`src/rtl/onehot_addr_sequencer.sv`:
```
// One-hot write-address ring sequencer with pass counting and run FSM.
// Optional ONEHOT_CHECK_EN adds a sticky onehot_err integrity flag.
module onehot_addr_sequencer #(
  parameter int N      = 15,
  parameter int PASSES = 1,
  parameter int IDXW   = 4
) (
  input  logic            clk,
  input  logic            rst_n,
  input  logic            clr,
  input  logic            load,
  input  logic [IDXW-1:0] load_idx,
  input  logic            start,
  input  logic            en,
  input  logic            dir,
  output logic [N-1:0]    count,
  output logic [IDXW-1:0] idx,
  output logic            wrap,
  output logic            busy,
`ifdef ONEHOT_CHECK_EN
  output logic            onehot_err,
`endif
  output logic            done
);

  typedef enum logic [1:0] {
    IDLE = 2'd0,
    RUN  = 2'd1,
    DONE = 2'd2
  } state_t;

  localparam logic [IDXW-1:0] LAST = IDXW'(N - 1);
  localparam logic [IDXW:0]   NW   = (IDXW + 1)'(N);
  localparam logic [N-1:0]    ONE  = N'(1);
  localparam logic [7:0]      PMAX = 8'(PASSES);

  state_t          state_q, state_d;
  logic [IDXW-1:0] idx_d, origin_q, origin_d, nxt;
  logic [N-1:0]    count_d;
  logic [7:0]      pcnt_q, pcnt_d;
  logic            wrap_d;
  logic            load_ok, start_ok;

  assign load_ok  = load && ({1'b0, load_idx} < NW);
  assign start_ok = start && (state_q != RUN);

  // Neighbour on the ring, wrapping mod N in both directions
  always_comb begin
    nxt = idx;
    if (dir) nxt = (idx == '0) ? LAST : idx - IDXW'(1);
    else     nxt = (idx == LAST) ? '0 : idx + IDXW'(1);
  end

  always_comb begin
    state_d  = state_q;
    idx_d    = idx;
    origin_d = origin_q;
    pcnt_d   = pcnt_q;
    wrap_d   = 1'b0;
    if (clr) begin
      state_d  = IDLE;
      idx_d    = LAST;
      origin_d = LAST;
      pcnt_d   = '0;
    end else if (load_ok) begin
      state_d = IDLE;
      idx_d   = load_idx;
      pcnt_d  = '0;
    end else if (start_ok) begin
      state_d  = RUN;
      origin_d = idx;
      pcnt_d   = '0;
    end else if (state_q == RUN && en) begin
      idx_d = nxt;
      if (nxt == origin_q) begin
        wrap_d = 1'b1;
        pcnt_d = pcnt_q + 8'd1;
        if (pcnt_q + 8'd1 == PMAX) state_d = DONE;
      end
    end
    count_d = ONE << idx_d;
  end

  always_ff @(posedge clk or negedge rst_n) begin
    if (!rst_n) begin
      state_q  <= IDLE;
      idx      <= LAST;
      count    <= ONE << LAST;
      origin_q <= LAST;
      pcnt_q   <= '0;
      wrap     <= 1'b0;
    end else begin
      state_q  <= state_d;
      idx      <= idx_d;
      count    <= count_d;
      origin_q <= origin_d;
      pcnt_q   <= pcnt_d;
      wrap     <= wrap_d;
    end
  end

  assign busy = (state_q == RUN);
  assign done = (state_q == DONE);

`ifdef ONEHOT_CHECK_EN
  logic bad, err_d;

  assign bad = ($countones(count) != 1)
            || (count != (ONE << idx))
            || (load && !load_ok);

  always_comb begin
    err_d = onehot_err | bad;
    if (clr) err_d = 1'b0;
  end

  always_ff @(posedge clk or negedge rst_n) begin
    if (!rst_n) onehot_err <= 1'b0;
    else        onehot_err <= err_d;
  end
`endif

endmodule
```
`config.mk`:
```
export PLATFORM = sky130hd
export DESIGN_NAME = onehot_addr_sequencer
export DESIGN_NICKNAME = d
export VERILOG_FILES = /design/src/rtl/onehot_addr_sequencer.sv
export SDC_FILE = /design/constraint.sdc
export NUM_CORES = 1
export LEC_CHECK = 0
export ABC_AREA = 1
export ABC_CLOCK_PERIOD_IN_PS = 1900
export CELL_PAD_IN_SITES_DETAIL_PLACEMENT = 1
export CELL_PAD_IN_SITES_GLOBAL_PLACEMENT = 1
export CORE_AREA = 8 8 81 83
export CTS_BUF_LIST = sky130_fd_sc_hd__clkbuf_4 sky130_fd_sc_hd__clkbuf_8
export DETAILED_ROUTE_END_ITERATION = 10
export DIE_AREA = 0 0 89 91
export GPL_TIMING_DRIVEN = 1
export PLACE_DENSITY_LB_ADDON = 0.1
export SYNTH_ARGS = -nofsm -noshare
export SYNTH_HDL_FRONTEND = slang
export SYNTH_SLANG_ARGS = --single-unit
export TNS_END_PERCENT = 50
```
`constraint.sdc`:
```
create_clock -name clk -period 1.9 [get_ports clk]
set_clock_uncertainty 0.2 [all_clocks]
set_input_delay 0.19 -clock clk [delete_from_list [all_inputs] [get_ports clk]]
set_output_delay 0.19 -clock clk [all_outputs]
set_load 0.01 [all_outputs]
```
Word level (Yosys, flattened, before mapping)
Cells that the tools add are included.
{"block": "totals", "regBits": 34, "output_inout_bits": 22, "wordCells": 55}
{"block": "classes", "n_addsub": 3, "order_cmp": 1, "eq_ne": 7, "shifts": 1, "n_mux": 26, "reduce_logical": 11}
{"cell": "4-bit two-way mux", "n": 10}
{"cell": "8-bit two-way mux", "n": 5}
{"cell": "1-bit by 4-bit << shifter with 15-bit output, first input constant", "n": 1}
{"cell": "2-bit two-way mux", "n": 6}
{"cell": "4-bit nonzero test", "n": 3}
{"cell": "8-bit by 1-bit adder with 8-bit output, second input constant", "n": 1}
{"cell": "8-bit by 1-bit == test with 1-bit output, second input constant", "n": 1}
{"cell": "1-bit two-way mux", "n": 5}
{"cell": "4-bit by 1-bit adder with 4-bit output, second input constant", "n": 1}
{"cell": "4-bit == test", "n": 1}
{"cell": "4-bit == test, second input constant", "n": 1}
{"cell": "4-bit zero test", "n": 1}
{"cell": "4-bit < comparator, second input constant", "n": 1}
{"cell": "2-bit AND reduction", "n": 2}
{"cell": "4-bit by 1-bit subtractor with 4-bit output, second input constant", "n": 1}
{"cell": "1-bit logical AND", "n": 3}
{"cell": "3-bit AND reduction", "n": 1}
{"cell": "2-bit by 1-bit == test with 1-bit output, second input constant", "n": 1}
{"cell": "2-bit == test, second input constant", "n": 1}
{"cell": "2-bit by 1-bit != test with 1-bit output, second input constant", "n": 1}
{"cell": "2-bit != test, second input constant", "n": 1}
{"cell": "2-bit nonzero test", "n": 1}

Longest topological paths before layout
Gate-level depths: netlist of the first run.
{"block": "depth", "ltp_word": 9, "mapped_depth": 13, "depth_no_buf": 13}

Worst setup path after synthesis of the first run
No wires, ideal clock.
{"block": "synth_timing", "kind": "flip-flop to flip-flop", "start": "reg idx[1]", "end": "reg pcnt_q[4]", "setup_ns": 0.118, "t_arrival_ns": 1.801, "slack_ns": -0.219, "path_stages_with_launch": 12, "period_less_slack_ns": 2.119, "cell_sequence": "dfstp_2 > inv_1 > ha_1 > or2_1 > nand2_1 > nand2_1 > nand2_2 > nand3_4 > nor2_8 > inv_6 > nand3_1 > nand2_1"}
{"block": "synth_between", "elab_chain_cells": 6}
{"element": "start: declaration", "line": "17", "source": "output logic [IDXW-1:0] idx,"}
{"element": "start signal: assignment", "line": "94", "source": "idx <= idx_d;"}
{"element": "4-bit by 1-bit adder with 4-bit output (tied with other cells)", "line": "51", "source": "else nxt = (idx == LAST) ? '0 : idx + IDXW'(1);"}
{"element": "4-bit two-way mux (on tied branches)", "line": "51, 50"}
{"element": "4-bit two-way mux *", "line": "50", "source": "if (dir) nxt = (idx == '0) ? LAST : idx - IDXW'(1);"}
{"element": "4-bit == test *", "line": "75", "source": "if (nxt == origin_q) begin"}
{"element": "4-bit nonzero test (no source line) *"}
{"element": "2-bit AND reduction (no source line) *"}
{"element": "end signal: assignment", "line": "97", "source": "pcnt_q <= pcnt_d;"}
{"element": "end: declaration", "line": "40", "source": "logic [7:0] pcnt_q, pcnt_d;"}
Every way passes the cells marked *; elsewhere a longest branch is shown, timed or not.
A chain may end at the register's enable or synchronous reset.

Final worst setup path of the first run
{"block": "layout_timing", "start": "reg idx[1]", "end": "reg pcnt_q[2]"}
Same word-level chain as after synthesis.

==> results of run 1 <==
[where the power goes]
| group | switching, mW | total (mW) | internal [mW] |
|---|---|---|---|
| registers | 0.0194 | 0.773 | 0.753 |
| clock network | 0.272 | 0.678 | 0.406 |
| logic | 0.261 | 0.475 | 0.214 |
| total | 0.552 | 1.93 | 1.37 |
[synthesized netlist by cell type]
cell / instances / area, um2
ha_1: 6 / 75.1
o21ai_0: 5 / 25.0
o21ai_1: 1 / 5.00
nand2_1: 58 / 218
or2_1: 1 / 6.26
nor2_8: 1 / 20.0
a21oi_1: 7 / 35.0
nor2_1: 27 / 101
nor2_2: 2 / 12.5
o211ai_1: 1 / 7.51
a22oi_1: 3 / 22.5
inv_2: 5 / 18.8
o21ai_2: 4 / 35.0
nand3_4: 1 / 17.5
a21oi_2: 1 / 8.76
nand2_2: 6 / 37.5
inv_1: 26 / 97.6
nand4_1: 3 / 18.8
nand3_2: 1 / 10.0
dfrtp_1: 27 / 676
xnor2_1: 2 / 17.5
clkinv_1: 1 / 3.75
nand3_1: 34 / 170
nor3_2: 1 / 10.0
xor2_1: 1 / 8.76
dfstp_2: 7 / 184
inv_6: 1 / 8.76
[repair_timing]
| item | CTS | global route |
|---|---|---|
| pin swaps | 7 | 21 |
| buffers inserted | 6 | 3 |
| gates cloned | 2 | 0 |
| resized for setup | 25 | 40 |
| endpoints found under the setup margin | 30 | 30 |
[critical path, delay by kind of cell, from the launching register on]
family | cells | cell delay, ns
fa+ha+maj | 1 | 0.15
compound gates | 1 | 0.24
buf+inv | 2 | 0.15
flops | 1 | 0.60
simple gates | 6 | 0.73
[state kept, by name (all words and copies together), names as in the netlist]
| register | count |
|---|---|
| count | 15 |
| idx | 4 |
| wrap | 1 |
| state_q | 2 |
| pcnt_q | 8 |
| origin_q | 4 |
[logic make-up after synthesis]
family | after synthesis | share of synthesized area (%)
compound gates | 22 | 7.50
xor+xnor | 3 | 1.42
fa+ha+maj | 6 | 4.06
buf+inv | 33 | 6.96
flops | 34 | 46.5
simple gates | 135 | 33.6
[how the worst min path moves through the flow]
stage,from,to,slack (ns),cells after the start
after floorplan,rst_n,count[0],-0.31,0
after global placement,origin_q[2],origin_q[2],0.29,2
after detailed placement,origin_q[2],origin_q[2],0.30,2
after CTS,rst_n,count[2],0.12,2
after global routing,rst_n,count[2],0.16,2
final,rst_n,count[8],0.11,2
[layout make-up]
cell class	count	area, um2
fill	641	2340
multi-input combinational	167	1150
sequential	34	860
timing repair buffer	70	646
inverter	33	136
tap	72	90.1
clock buffer	6	76.3
clock inverter	2	37.5
timing repair inverter	1	6.26
[routing by layer]
| metal | global-route usage [%] | vias to the layer above | share of wire (%) |
|---|---|---|---|
| met4 | 3.88 | 0 | 1.7 |
| met2 | 25.5 | 27 | 54 |
| li1 | - | 905 | - |
| met1 | 18.2 | 901 | 42 |
| met5 | 0 | - | 0 |
| met3 | 3.78 | 10 | 2.8 |
==> metrics.cfg, run 1 <==
[floorplan]
die_area_mm2 = 0.00810
start_util_pct = 34.7
die_w_um = 89
coreArea_mm2 = 0.00534
num_rows = 27
die_h_um = 91
pin_count = 33

[synth]
seq_area_frac_synth_pct = 46.5
syn-mean-instance-area_um2 = 7.94
syn_inst = 233
synth_cell_types = 27
syn_area_mm2 = 0.00185
syn_nets = 250
yosysWarnings = 0
synth_seq_cells = 34

[sta]
worst_slack_ns = -0.306
setup-tns-final_ns = -5.89
holdWs_ns = 0.107
slew_headroom_pct = 70.8
max_freq_mhz = 453
hold_violations = 0
drv_slew = 0
fin_crit_ns = 2.21
fin_crit_sh_pct = 116
rsz0062_at_grt = yes
setup_viol = 29
worst_pin_slew_ns = 0.438

[worst_setup_path]
crit_end = pcnt_q[2]
startpoint = idx[1]
r2r-start = idx[1]
cp_data_arrival_time_ns = 2.18
startpoint_type = flop
rrSetupSlack_ns = -0.31
worst_path_most_repeated_cell = inv_4
rr_worst_depth = 10
critPathSlowestCell = dfstp_2
critPathCaptureType = flop
criticalPathCategory = flop to flop
cp_cell_sequence = inv_4 > ha_4 > o211ai_1 > nand3_1 > nand2_4 > nand3_4 > nor2_8 > inv_4 > nand3_2 > nand2_1
worstPathMaxFanout = 6
required_ns = 1.87
r2r-end = pcnt_q[2]
max_stage_delay_ns = 0.60

[placement]
port-buffer-count = 32
dpl.cell_count = 366
placed_area_mm2 = 0.00254
gpl.final_weighted_congestion = 0.777
hpwl_um = 4210
pre_cts_slack_ns = -0.271

[cts]
root_buffer = clkbuf_8
cts_max_level = 2
cts-buffers-inserted = 5
cts.reportedPaths.clkPinSlew_ns = 0.07
cts_tree = yes
cts_hold_buf = 0
cts.sinks = 34
cts_max_path_buffers = 2
clk_latency_ns = 0.28

[worst_hold_path]
hold_path.class = primary input to asynchronous set/reset pin

[route]
drtAntennaViolNets = 0
routed_wl_um = 6110
routedWlPerCell_um = 15.9
drtPass1Iterations = 4
first_iter_violations = 43
vias_per_cell = 4.79
routed-via-count = 1843
drc = 0

[finish]
finalNonFillerCells = 385
layout_common_cells = 41 x nand2_1, 31 x buf_4, 29 x clkdlybuf4s50_1
final_core_util_pct = 56.2
fin_nets = 329
layout_commonest_cell = nand2_1
antenna_cells = 0
postLayoutCellArea_mm2 = 0.00300
syn_to_final_growth_pct = 62.0
drive_gt1_share_pct = 40.3

[power]
ir_drop_uv = 536
powerDensity_mw_per_mm2 = 642
p_total_mw = 1.93
leakage_nw = 1.43

[global_routing]
antenna_found_initial = 0
grt_pass1_vias = 1969
grtUsageTotal_pct = 15.0
overflow = 0
grt_pass1_wl_um = 9480
grt_max_degree = 35

[run_status]
status = finished with violations
violations = negative setup slack

[run]
drv_cap = 0

(Power assumes the default switching activity.)
==> run 2, diff against run 1 <==
--- a/config.mk
+++ b/config.mk
@@ -6,13 +6,13 @@
 export NUM_CORES = 1
 export LEC_CHECK = 0
 export ABC_AREA = 1
-export ABC_CLOCK_PERIOD_IN_PS = 1900
+export ABC_CLOCK_PERIOD_IN_PS = 2700
 export CELL_PAD_IN_SITES_DETAIL_PLACEMENT = 1
 export CELL_PAD_IN_SITES_GLOBAL_PLACEMENT = 1
-export CORE_AREA = 8 8 81 83
+export CORE_AREA = 8 8 75 77
 export CTS_BUF_LIST = sky130_fd_sc_hd__clkbuf_4 sky130_fd_sc_hd__clkbuf_8
 export DETAILED_ROUTE_END_ITERATION = 10
-export DIE_AREA = 0 0 89 91
+export DIE_AREA = 0 0 83 85
 export GPL_TIMING_DRIVEN = 1
 export PLACE_DENSITY_LB_ADDON = 0.1
 export SYNTH_ARGS = -nofsm -noshare
==> constraint.sdc (replaced) <==
create_clock -name clk -period 2.7 [get_ports clk]
set_clock_uncertainty 0.2 [all_clocks]
set_input_delay 0.27 -clock clk [delete_from_list [all_inputs] [get_ports clk]]
set_output_delay 0.27 -clock clk [all_outputs]
set_load 0.01 [all_outputs]
==> metrics.cfg, run 2 (synthesis results as in run 1) <==
[floorplan]
die_area_mm2 = 0.00706
die_w_um = 83
die_h_um = 85
start_util_pct = 40.8
num_rows = 25
coreArea_mm2 = 0.00454
pin_count = 33

[cts]
clk_latency_ns = 0.28
cts.reportedPaths.clkPinSlew_ns = 0.08
root_buffer = clkbuf_8
cts_tree = yes
cts.repair.resized = 0
cts_max_level = 2
post_cts_buffers = 0
cts_max_path_buffers = 2
cts_hold_buf = 0
cts.sinks = 34
cts-buffers-inserted = 5

[sta]
max_freq_mhz = 438
rsz0062_at_grt = no
slew_headroom_pct = 71.9
setup-tns-final_ns = 0
hold_violations = 0
fin_crit_ns = 2.28
setup_viol = 0
fin_crit_sh_pct = 84.5
worst_pin_slew_ns = 0.422
drv_slew = 0

[placement]
dpl.cell_count = 320
gpl.final_weighted_congestion = 0.835
port-buffer-count = 32
hpwl_um = 3840
placed_area_mm2 = 0.00225

[route]
vias_per_cell = 5.05
routed_wl_um = 4940
first_iter_violations = 60
routed-via-count = 1656
drtPass1Iterations = 4
routedWlPerCell_um = 15.1
drc = 0
drtAntennaViolNets = 0

[finish]
multiInputGateArea_um2 = 862
layout_common_cells = 58 x nand2_1, 34 x nand3_1, 32 x clkdlybuf4s50_1
antenna_cells = 0
postLayoutCellArea_mm2 = 0.00236
fin_nets = 290
seq_area_um2 = 860
top_regs = count x15, pcnt_q x8
top_register = count
fillCellCount = 564
layout_commonest_cell = nand2_1
syn_to_final_growth_pct = 27.5
finalNonFillerCells = 328
drive_gt1_share_pct = 14.2
final_core_util_pct = 52.0
largest_reg_flops = 15

[global_routing]
grt_pass1_wl_um = 8910
grtUsageTotal_pct = 15.0
overflow = 0
grt_max_degree = 35
grt_pass1_vias = 1833
antenna_found_initial = 0

[worst_setup_path]
critPathCaptureType = flop
worstPathMaxFanout = 9
rrSetupSlack_ns = 0.42
criticalPathCategory = flop to flop
cp_data_arrival_time_ns = 2.25
required_ns = 2.67
rr_worst_depth = 11
startpoint_type = flop

[run]
drv_cap = 0

[run_status]
status = finished clean

[power]
powerDensity_mw_per_mm2 = 513
p_total_mw = 1.21
leakage_nw = 1.19
ir_drop_uv = 507

[worst_hold_path]
hold_path.class = primary input to asynchronous set/reset pin

run 2: worst max-delay path: stages (launching register included):
cell	delay (ns)
dfstp_2	0.59
inv_1	0.10
ha_1	0.28
or2_1	0.25
nand2_1	0.10
nand2_1	0.07
nand2_2	0.09
nand3_4	0.10
nor2_8	0.20
inv_6	0.07
nand3_1	0.07
nand2_1	0.06
run 2: area by class of cell:
class	instances	share of cell area, %
well taps	54	2.86
clock inverters	3	1.91
clock buffers	5	2.92
inverters	33	5.46
repair buffers	33	13.9
flip-flops and latches	34	36.4
multi-input cells	166	36.5
run 2: worst paths after layout:
path                                  start     endpoint
min in group clk                origin_q[2]  origin_q[2]
max in group asynchronous             rst_n       idx[1]
worst min register to register  origin_q[2]  origin_q[2]
worst min-delay path                  rst_n     count[8]
worst max register to register       idx[1]    pcnt_q[0]
worst max-delay path                 idx[1]    pcnt_q[0]
run 2: power by group:
group | internal, mW | switching (mW) | leakage [nW] | total, mW
sequential | 0.530 | 0.0140 | 0.448 | 0.544
clock | 0.275 | 0.194 | 0.0504 | 0.469
combinational | 0.0741 | 0.125 | 0.693 | 0.199
total | 0.879 | 0.333 | 1.19 | 1.21
run 2: metal layers:
metal	GRT usage (%)	part of all wire (%)	wire (um)	vias to the layer above
li1	-	-	-	824
met2	25.6	51	2500	20
met4	3.35	0.47	23	0
met1	18.4	46	2260	810
met5	0	0	0	-
met3	3.83	3.0	150	2
run 2: stage by stage:
step	hold WS [ns]	worst slack (ns)
after global routing	0.241	0.217
after floorplan	-0.226	0.581
after CTS	0.202	0.383
after detailed placement	0.289	0.382
final	0.185	0.418
after global placement	0.286	0.390
